==> config.mk <==
export PLATFORM = sky130hd
export DESIGN_NAME = vga_timing_gen
export DESIGN_NICKNAME = d
export VERILOG_FILES = /design/src/rtl/vga_timing_pkg.sv /design/src/rtl/pixel_tick_gen.sv /design/src/rtl/vga_timing_gen.sv
export SDC_FILE = /design/constraint.sdc
export NUM_CORES = 1
export LEC_CHECK = 0
export CAP_MARGIN = 20
export CORE_UTILIZATION = 35
export DETAILED_ROUTE_END_ITERATION = 12
export SYNTH_ARGS = -nofsm -noshare
export SYNTH_HDL_FRONTEND = slang
export SYNTH_SLANG_ARGS = --single-unit
==> constraint.sdc <==
create_clock -name CLK -period 2.81 [get_ports CLK]
set_clock_uncertainty 0.2 [all_clocks]
set_input_delay 0.4215 -clock CLK [delete_from_list [all_inputs] [get_ports CLK]]
set_output_delay 0.4215 -clock CLK [all_outputs]
set_load 0.03 [all_outputs]
==> src/rtl/vga_timing_pkg.sv <==
// Shared VGA timing constants and window helpers, so the timing generator and
// any downstream colour-band stages agree on the same line/frame geometry.
package vga_timing_pkg;
  localparam int unsigned CNT_W = 10;
  localparam int unsigned CNT_LIMIT = 1 << CNT_W;

  localparam int unsigned DEF_CLK_DIV = 2;
  localparam int unsigned DEF_H_SYNC  = 96;
  localparam int unsigned DEF_H_BP    = 48;
  localparam int unsigned DEF_H_VIS   = 640;
  localparam int unsigned DEF_H_FP    = 16;
  localparam int unsigned DEF_V_SYNC  = 2;
  localparam int unsigned DEF_V_BP    = 33;
  localparam int unsigned DEF_V_VIS   = 480;
  localparam int unsigned DEF_V_FP    = 10;

  localparam int unsigned DEF_H_TOTAL = DEF_H_SYNC + DEF_H_BP + DEF_H_VIS + DEF_H_FP;
  localparam int unsigned DEF_V_TOTAL = DEF_V_SYNC + DEF_V_BP + DEF_V_VIS + DEF_V_FP;
  localparam int unsigned DEF_H_ACT_LO = DEF_H_SYNC + DEF_H_BP;
  localparam int unsigned DEF_H_ACT_HI = DEF_H_ACT_LO + DEF_H_VIS - 1;
  localparam int unsigned DEF_V_ACT_LO = DEF_V_SYNC + DEF_V_BP;
  localparam int unsigned DEF_V_ACT_HI = DEF_V_ACT_LO + DEF_V_VIS - 1;

  typedef logic [CNT_W-1:0] cnt_t;
  // One extra bit so bounds equal to CNT_LIMIT compare correctly.
  typedef logic [CNT_W:0]   cnt_ext_t;

  function automatic logic cnt_below(cnt_t c, int unsigned n);
    return cnt_ext_t'(c) < cnt_ext_t'(n);
  endfunction

  function automatic logic in_window(cnt_t c, int unsigned lo, int unsigned len);
    return (cnt_ext_t'(c) >= cnt_ext_t'(lo)) && (cnt_ext_t'(c) < cnt_ext_t'(lo + len));
  endfunction
endpackage

==> src/rtl/pixel_tick_gen.sv <==
// Pixel-rate enable: divides CLK by CLK_DIV, PIX_EN high on the last phase.
module pixel_tick_gen
  import vga_timing_pkg::*;
#(
  parameter int unsigned CLK_DIV = DEF_CLK_DIV
) (
  input  logic CLK,
  input  logic RST,
  output logic PIX_EN
);
  if (CLK_DIV == 1) begin : g_div1
    assign PIX_EN = 1'b1;
  end else begin : g_div
    logic [1:0] div_q, div_d;

    assign PIX_EN = (div_q == 2'(CLK_DIV - 1));

    always_comb begin
      div_d = div_q + 2'd1;
      if (PIX_EN) div_d = 2'd0;
    end

    always_ff @(posedge CLK) begin
      if (RST) div_q <= 2'd0;
      else     div_q <= div_d;
    end
  end
endmodule

==> src/rtl/vga_timing_gen.sv <==
// VGA line/frame counters with registered sync/active flags derived from the
// next counter values, so flags always line up with HCOUNT/VCOUNT.
module vga_timing_gen
  import vga_timing_pkg::*;
#(
  parameter int unsigned CLK_DIV = DEF_CLK_DIV,
  parameter int unsigned H_SYNC  = DEF_H_SYNC,
  parameter int unsigned H_BP    = DEF_H_BP,
  parameter int unsigned H_VIS   = DEF_H_VIS,
  parameter int unsigned H_FP    = DEF_H_FP,
  parameter int unsigned V_SYNC  = DEF_V_SYNC,
  parameter int unsigned V_BP    = DEF_V_BP,
  parameter int unsigned V_VIS   = DEF_V_VIS,
  parameter int unsigned V_FP    = DEF_V_FP
) (
  input  logic             CLK,
  input  logic             RST,
  output logic [CNT_W-1:0] HCOUNT,
  output logic [CNT_W-1:0] VCOUNT,
  output logic             HSYNC,
  output logic             VSYNC,
  output logic             ACTIVE,
  output logic             PIX_EN,
  output logic             FRAME_START
);
  localparam int unsigned H_TOTAL  = H_SYNC + H_BP + H_VIS + H_FP;
  localparam int unsigned V_TOTAL  = V_SYNC + V_BP + V_VIS + V_FP;
  localparam int unsigned H_ACT_LO = H_SYNC + H_BP;
  localparam int unsigned V_ACT_LO = V_SYNC + V_BP;
  localparam cnt_t        H_LAST   = cnt_t'(H_TOTAL - 1);
  localparam cnt_t        V_LAST   = cnt_t'(V_TOTAL - 1);

  if (H_TOTAL > CNT_LIMIT) begin : g_bad_h_total
    $error("vga_timing_gen: H_TOTAL exceeds counter range");
  end
  if (V_TOTAL > CNT_LIMIT) begin : g_bad_v_total
    $error("vga_timing_gen: V_TOTAL exceeds counter range");
  end
  if (CLK_DIV < 1 || CLK_DIV > 4) begin : g_bad_clk_div
    $error("vga_timing_gen: CLK_DIV must be 1..4");
  end

  logic pix_en;
  cnt_t h_q, h_d, v_q, v_d;
  logic hsync_q, hsync_d, vsync_q, vsync_d, active_q, active_d;
  logic frame_start_q, frame_start_d;

  pixel_tick_gen #(.CLK_DIV(CLK_DIV)) u_tick (
    .CLK    (CLK),
    .RST    (RST),
    .PIX_EN (pix_en)
  );

  always_comb begin
    h_d           = h_q;
    v_d           = v_q;
    frame_start_d = 1'b0;
    if (pix_en) begin
      if (h_q == H_LAST) begin
        h_d = '0;
        if (v_q == V_LAST) begin
          v_d           = '0;
          frame_start_d = 1'b1;
        end else begin
          v_d = v_q + cnt_t'(1);
        end
      end else begin
        h_d = h_q + cnt_t'(1);
      end
    end
    hsync_d  = !cnt_below(h_d, H_SYNC);
    vsync_d  = !cnt_below(v_d, V_SYNC);
    active_d = in_window(h_d, H_ACT_LO, H_VIS) && in_window(v_d, V_ACT_LO, V_VIS);
  end

  always_ff @(posedge CLK) begin
    if (RST) begin
      h_q           <= '0;
      v_q           <= '0;
      hsync_q       <= 1'b0;
      vsync_q       <= 1'b0;
      active_q      <= 1'b0;
      frame_start_q <= 1'b0;
    end else begin
      h_q           <= h_d;
      v_q           <= v_d;
      hsync_q       <= hsync_d;
      vsync_q       <= vsync_d;
      active_q      <= active_d;
      frame_start_q <= frame_start_d;
    end
  end

  assign HCOUNT      = h_q;
  assign VCOUNT      = v_q;
  assign HSYNC       = hsync_q;
  assign VSYNC       = vsync_q;
  assign ACTIVE      = active_q;
  assign PIX_EN      = pix_en;
  assign FRAME_START = frame_start_q;
endmodule

# Word-level counts from Yosys, hierarchy flattened
# Index checks and enable logic that the tools add are counted.
word_totals:
  mem_bits_rw: 0
  regBits: 26
  memories: 0
  latchBits: 0
  output_inout_bits: 25
  romBits: 0
classes:
  n_bitwise: 2
  add_sub_neg: 3
  order_cmp: 6
  n_div: 0
  n_eq_ne: 3
  muxes: 6
  n_mul: 0
  n_reduce_logical: 7
  n_shift: 0
op_table:
  columns: ["cell", "n"]
  rows:
  - ["10-bit 2-to-1 mux", 5]
  - ["10-bit by 1-bit adder with 10-bit output, second input constant", 2]
  - ["10-bit == test, second input constant", 2]
  - ["10-bit < comparator, second input constant", 2]
  - ["10-bit by 6-bit greater-or-equal comparator with 1-bit output, second input constant", 1]
  - ["10-bit by 8-bit greater-or-equal comparator with 1-bit output, second input constant", 1]
  - ["10-bit by 2-bit < comparator with 1-bit output, second input constant", 1]
  - ["10-bit by 7-bit < comparator with 1-bit output, second input constant", 1]
  - ["1-bit logical AND", 3]
  - ["3-bit OR reduction", 1]
  - ["2-bit by 1-bit adder with 2-bit output, second input constant", 1]
  - ["2-bit by 1-bit == test with 1-bit output, second input constant", 1]
  - ["1-bit logical NOT", 2]
  - ["1-bit inverter", 2]
  - ["2-bit OR reduction", 1]
  - ["1-bit 2-to-1 mux", 1]

# Logic depth before layout (Yosys ltp)
# Gate-level depths: netlist of the first run.
logic_depth:
  depth_word: 7
  depth_mapped: 9
  mapped_depth_nobuf: 8

# Cells and area by module
# From an unflattened synthesis of the first run, not the netlist that was laid out.
hier_totals:
  hier_cells: 188
  hier_area_um2: 1527.7
by_module_without_submodules:
  columns: ["mod", "seq_area_each_um2", "cells_per_inst", "area_each_um2", "n_inst"]
  rows:
  - ["vga_timing_gen", 480.5, 182, 1451.4, 1]
  - ["pixel_tick_gen", 40.0, 6, 76.3, 1]

# Worst setup path before layout of the first run
# OpenSTA, ideal clock, no wires.
synth_path:
  path_kind: "register -> register"
  start: "reg h_q[0], in the netlist HCOUNT[0]"
  end: "reg active_q, in the netlist ACTIVE"
  path_stages_with_launch: 9
  arrival_time_ns: 2.409
  path_slack_ns: 0.127
  n_path_buf: 1
  cell_sequence: "dfxtp_1 -> ha_1 -> nand2_1 -> or4_4 -> buf_6 -> o31a_1 -> a211oi_2 -> nand4_1 -> a31oi_1"
synth_via:
  elab_chain_cells: 6
synth_lines:
  columns: ["element", "line_no", "source"]
  rows:
  - ["start, declared", "vga_timing_gen.sv:44", "cnt_t h_q, h_d, v_q, v_d;"]
  - ["start signal, assigned", "vga_timing_gen.sv:78", "h_q <= '0;"]
  - ["start signal, assigned", "vga_timing_gen.sv:85", "h_q <= h_d;"]
  - ["10-bit by 1-bit adder with 10-bit output or 10-bit == test (tied branches)", "vga_timing_gen.sv:68, vga_timing_gen.sv:59", null]
  - ["10-bit 2-to-1 mux", "vga_timing_gen.sv:59", "if (h_q == H_LAST) begin"]
  - ["10-bit 2-to-1 mux", "vga_timing_gen.sv:58", "if (pix_en) begin"]
  - ["10-bit by 8-bit greater-or-equal comparator with 1-bit output, or another cell as far along", "vga_timing_pkg.sv:33", "return (cnt_ext_t'(c) >= cnt_ext_t'(lo)) && (cnt_ext_t'(c) < cnt_ext_t'(lo + len));"]
  - ["1-bit logical AND", "vga_timing_pkg.sv:33", null]
  - ["1-bit logical AND (*)", "vga_timing_gen.sv:73", "active_d = in_window(h_d, H_ACT_LO, H_VIS) && in_window(v_d, V_ACT_LO, V_VIS);"]
  - ["end signal, assigned", "vga_timing_gen.sv:89", "active_q <= active_d;"]
  - ["end, declared", "vga_timing_gen.sv:45", "logic hsync_q, hsync_d, vsync_q, vsync_d, active_q, active_d;"]
# Every way passes the cells marked *; elsewhere a longest branch is shown, timed or not.
# A chain may end at the register's enable or synchronous reset.

# Worst setup path in the final report of the first run
# Ends and elaborated chain as after synthesis.

==> metrics.md, run 1 <==
| Metric | Value |
|---|---|
| Area leader, netlist | `dfxtp_1` |
| Die ar. | `4560 um2` |
| CTS tree | `done` |
| CTS sink cnt | `26` |
| Mean Syn Cell Area | `8.35 um2` |
| Fin. Hold Viols | `0` |
| Crit-path max FO | `10` |
| Hold_buf cts | `0` |
| Routed vias/inst | `5.66` |
| Die Wd | `67.5 um` |
| Crit Path Class | `flop to flop` |
| Primary FF master, synth | `dfxtp_1` |
| Clock latency on the worst-skew pair | `0.28 ns` |
| CTS Buf Count | `3` |
| Worst Setup End Kind | `flop` |
| Worst vdd ir | `188 uV` |
| Ys async rst share | `0%` |
| Worst path slowest cell | `or4_4` |
| WP data arrival | `2.63 ns` |
| Starting Density | `37.0%` |
| Placer Congestion | `0.932` |
| P_leak | `0.000633 uW` |
| Drt wl/cell | `14.9 um` |
| Post-synthesis sequential area ratio | `34.6%` |
| Nets | `211` |
| Setup repair bufs after CTS | `0` |
| IO buf count | `26` |
| Top post-synthesis cells by area | `dfxtp_1 35%, nor2_1 4.2%, nand3_1 4.0%` |
| All-layer global routing usage | `17.7%` |
| TNS Setup | `0 ns` |
| Die Ht | `67.5 um` |
| Io pins | `27` |
| Register bit total from synthesis | `26` |
| Vias | `1,438` |
| Critical path's largest stage delay | `0.59 ns` |
| Mapped Cells | `180` |
| Status | `completed` |
| Pre-CTS WS | `0.192 ns` |
| Required @ worst endpoint | `2.82 ns` |
| First-pass GRT wire length | `6100 um` |
| Overall Power | `754 uW` |
| Initial antenna violation count | `0` |
| # setup viols final | `0` |
| Drt first-iter violations | `82` |
| EDFF count, synth | `0` |
| Setup ws final | `0.189 ns` |
| Largest net degree at the start of global routing | `16` |
| Total core area | `4060 um2` |
| Pre-antenna DRT Iters | `4` |
| Pins Over Slew Limit | `0` |
| Worst min path class | `flop to flop` |
| Crit path time final | `2.62 ns` |
| Rows | `23` |
| Power per cell area | `400 nW/um2` |
| Multi-input logic area | `915 um2` |
| Post-synthesis cell area | `1500 um2` |
| Top cell type's share of synthesized area | `34.6%` |
| Gr ovfl total | `0` |
| Max Cap Viol | `0` |
| Most frequent cells in the layout | `26 x dfxtp_1, 26 x clkdlybuf4s50_1, 17 x nor2_1, 12 x nand3_1, 12 x nand2_1` |
| Hpwl dp | `2710 um` |
| Ys Warns | `0` |
| CTS H-Tree Depth | `1` |
| Cells along the critical path | `ha_1 -> nand2_2 -> or4_4 -> o31a_1 -> a211oi_2 -> nand4_1 -> a31oi_1` |
| RSZ-0062 raised after global routing | `no` |
| Vias in the first global route | `1,256` |
| # fillers | `405` |
| WL final | `3770 um` |
| Register area | `520 um2` |
| Final Cycle Share | `93.3%` |
| N_diodes | `0` |
| Crit start category | `flop` |
| Detail Route Antenna Nets | `0` |
| Max Root-Sink Buffers | `2` |
| Area grow syn2layout | `25.5%` |
| Netlist cell types | `50` |
| Post-route DRC | `0` |
| Worst rel slew slack | `63.3%` |
| Share of cells above drive strength 1 | `10.8%` |
| CTS clk-pin slew, worst paths | `0.09 ns` |
| Measured slew at the worst slew-check pin | `0.547 ns` |
| Clock root cell | `clkbuf_8` |
| Fmax | `0.382 GHz` |
| Syn nets | `186` |
[routing by layer]
metal,vias up,share of wire (%),global-route usage [%]
met2,44,44,26.2
li1,709,-,-
met5,-,0,0
met3,5,4.9,1.69
met1,680,49,26.0
met4,0,1.7,7.18
[synthesized netlist by cell type (all sizes together), types with 5 or more instances]
master,number
clkbuf,7
nor4,5
inv,5
nand3,12
xor2,6
dfxtp,26
nand2,13
nor3,10
a21oi,7
nor2,17
nand4,7
[stage by stage]
step           hold WS [ns]  util, %  cells  area, um2
3_3_place_gp          0.214     44.5    250       1810
4_1_cts               0.236     46.3    254       1880
2_1_floorplan         0.204        -    180       1500
6_report              0.233     46.5    254       1890
3_5_place_dp          0.228     44.5    250       1810
5_1_grt               0.256     46.5    254       1890
[critical path, delay by kind of cell (launching register included)]
family	cells	cell delay, ns
AOI/OAI and AO/OA	3	0.76
adders and majority gates	1	0.31
DFF	1	0.42
and+or+nand+nor	3	0.87
[repair_timing]
| item | in CTS | in global routing |
|---|---|---|
| endpoints found under the setup margin | 0 | 1 |
| hold endpoints to repair | 0 | 0 |
| resized for setup | 0 | 2 |
[path summary, 6_finish.rpt]
kind / start / to / slack [ns] / depth (start not counted)
worst min register to register: u_tick.g_div.div_q[0] / u_tick.g_div.div_q[0] / 0.23 / 1
worst max register to register: HCOUNT[0] / ACTIVE / 0.19 / 7
worst min-delay path: u_tick.g_div.div_q[0] / u_tick.g_div.div_q[0] / 0.23 / 1
worst max-delay path: HCOUNT[0] / ACTIVE / 0.19 / 7
[logic make-up after synthesis]
group / Yosys count / share of synthesized area [%]
simple gates: 88 / 33.0
compound gates: 37 / 18.7
flops: 26 / 34.6
buf+inv: 16 / 5.08
xor+xnor: 9 / 5.25
fa+ha+maj: 4 / 3.33
[sequential cells by signal, summed over array words and instances, names as in the netlist]
register / cells
HCOUNT: 10
VCOUNT: 10
u_tick.g_div.div_q: 2
ACTIVE: 1
FRAME_START: 1
HSYNC: 1
VSYNC: 1
[power by group]
| part | internal (uW) | total (uW) | leakage [uW] | switching (uW) |
|---|---|---|---|---|
| combinational | 23.7 | 57.4 | 0.000387 | 33.6 |
| sequential | 376 | 381 | 0.000210 | 5.77 |
| clock | 191 | 315 | 0.0000357 | 124 |
| total | 590 | 754 | 0.000633 | 164 |
[final cells by class]
| type | instances | share of cell area (%) |
|---|---|---|
| well taps | 50 | 3.32 |
| clock buffers | 3 | 2.19 |
| flip-flops and latches | 26 | 27.6 |
| inverters | 5 | 0.995 |
| multi-input cells | 138 | 48.5 |
| clock inverters | 1 | 1.59 |
| repair buffers | 31 | 15.8 |
No activity file was read; power rests on OpenSTA's default activity.
==> run 2, diff against run 1 <==
--- a/config.mk
+++ b/config.mk
@@ -5,6 +5,7 @@
 export SDC_FILE = /design/constraint.sdc
 export NUM_CORES = 1
 export LEC_CHECK = 0
+export ABC_AREA = 0
 export CAP_MARGIN = 20
 export CORE_UTILIZATION = 35
 export DETAILED_ROUTE_END_ITERATION = 12
==> results of run 2 <==
Same layout as run 1: the final DEF is identical, and so are final timing and power.
==> run 3, diff against run 2 <==
--- a/config.mk
+++ b/config.mk
@@ -8,6 +8,8 @@
 export ABC_AREA = 0
 export CAP_MARGIN = 20
 export CORE_UTILIZATION = 35
+export CTS_CLUSTER_DIAMETER = 50
+export CTS_CLUSTER_SIZE = 8
 export DETAILED_ROUTE_END_ITERATION = 12
 export SYNTH_ARGS = -nofsm -noshare
 export SYNTH_HDL_FRONTEND = slang
==> results of run 3 <==
Same layout as run 1: the final DEF is identical, and so are final timing and power.
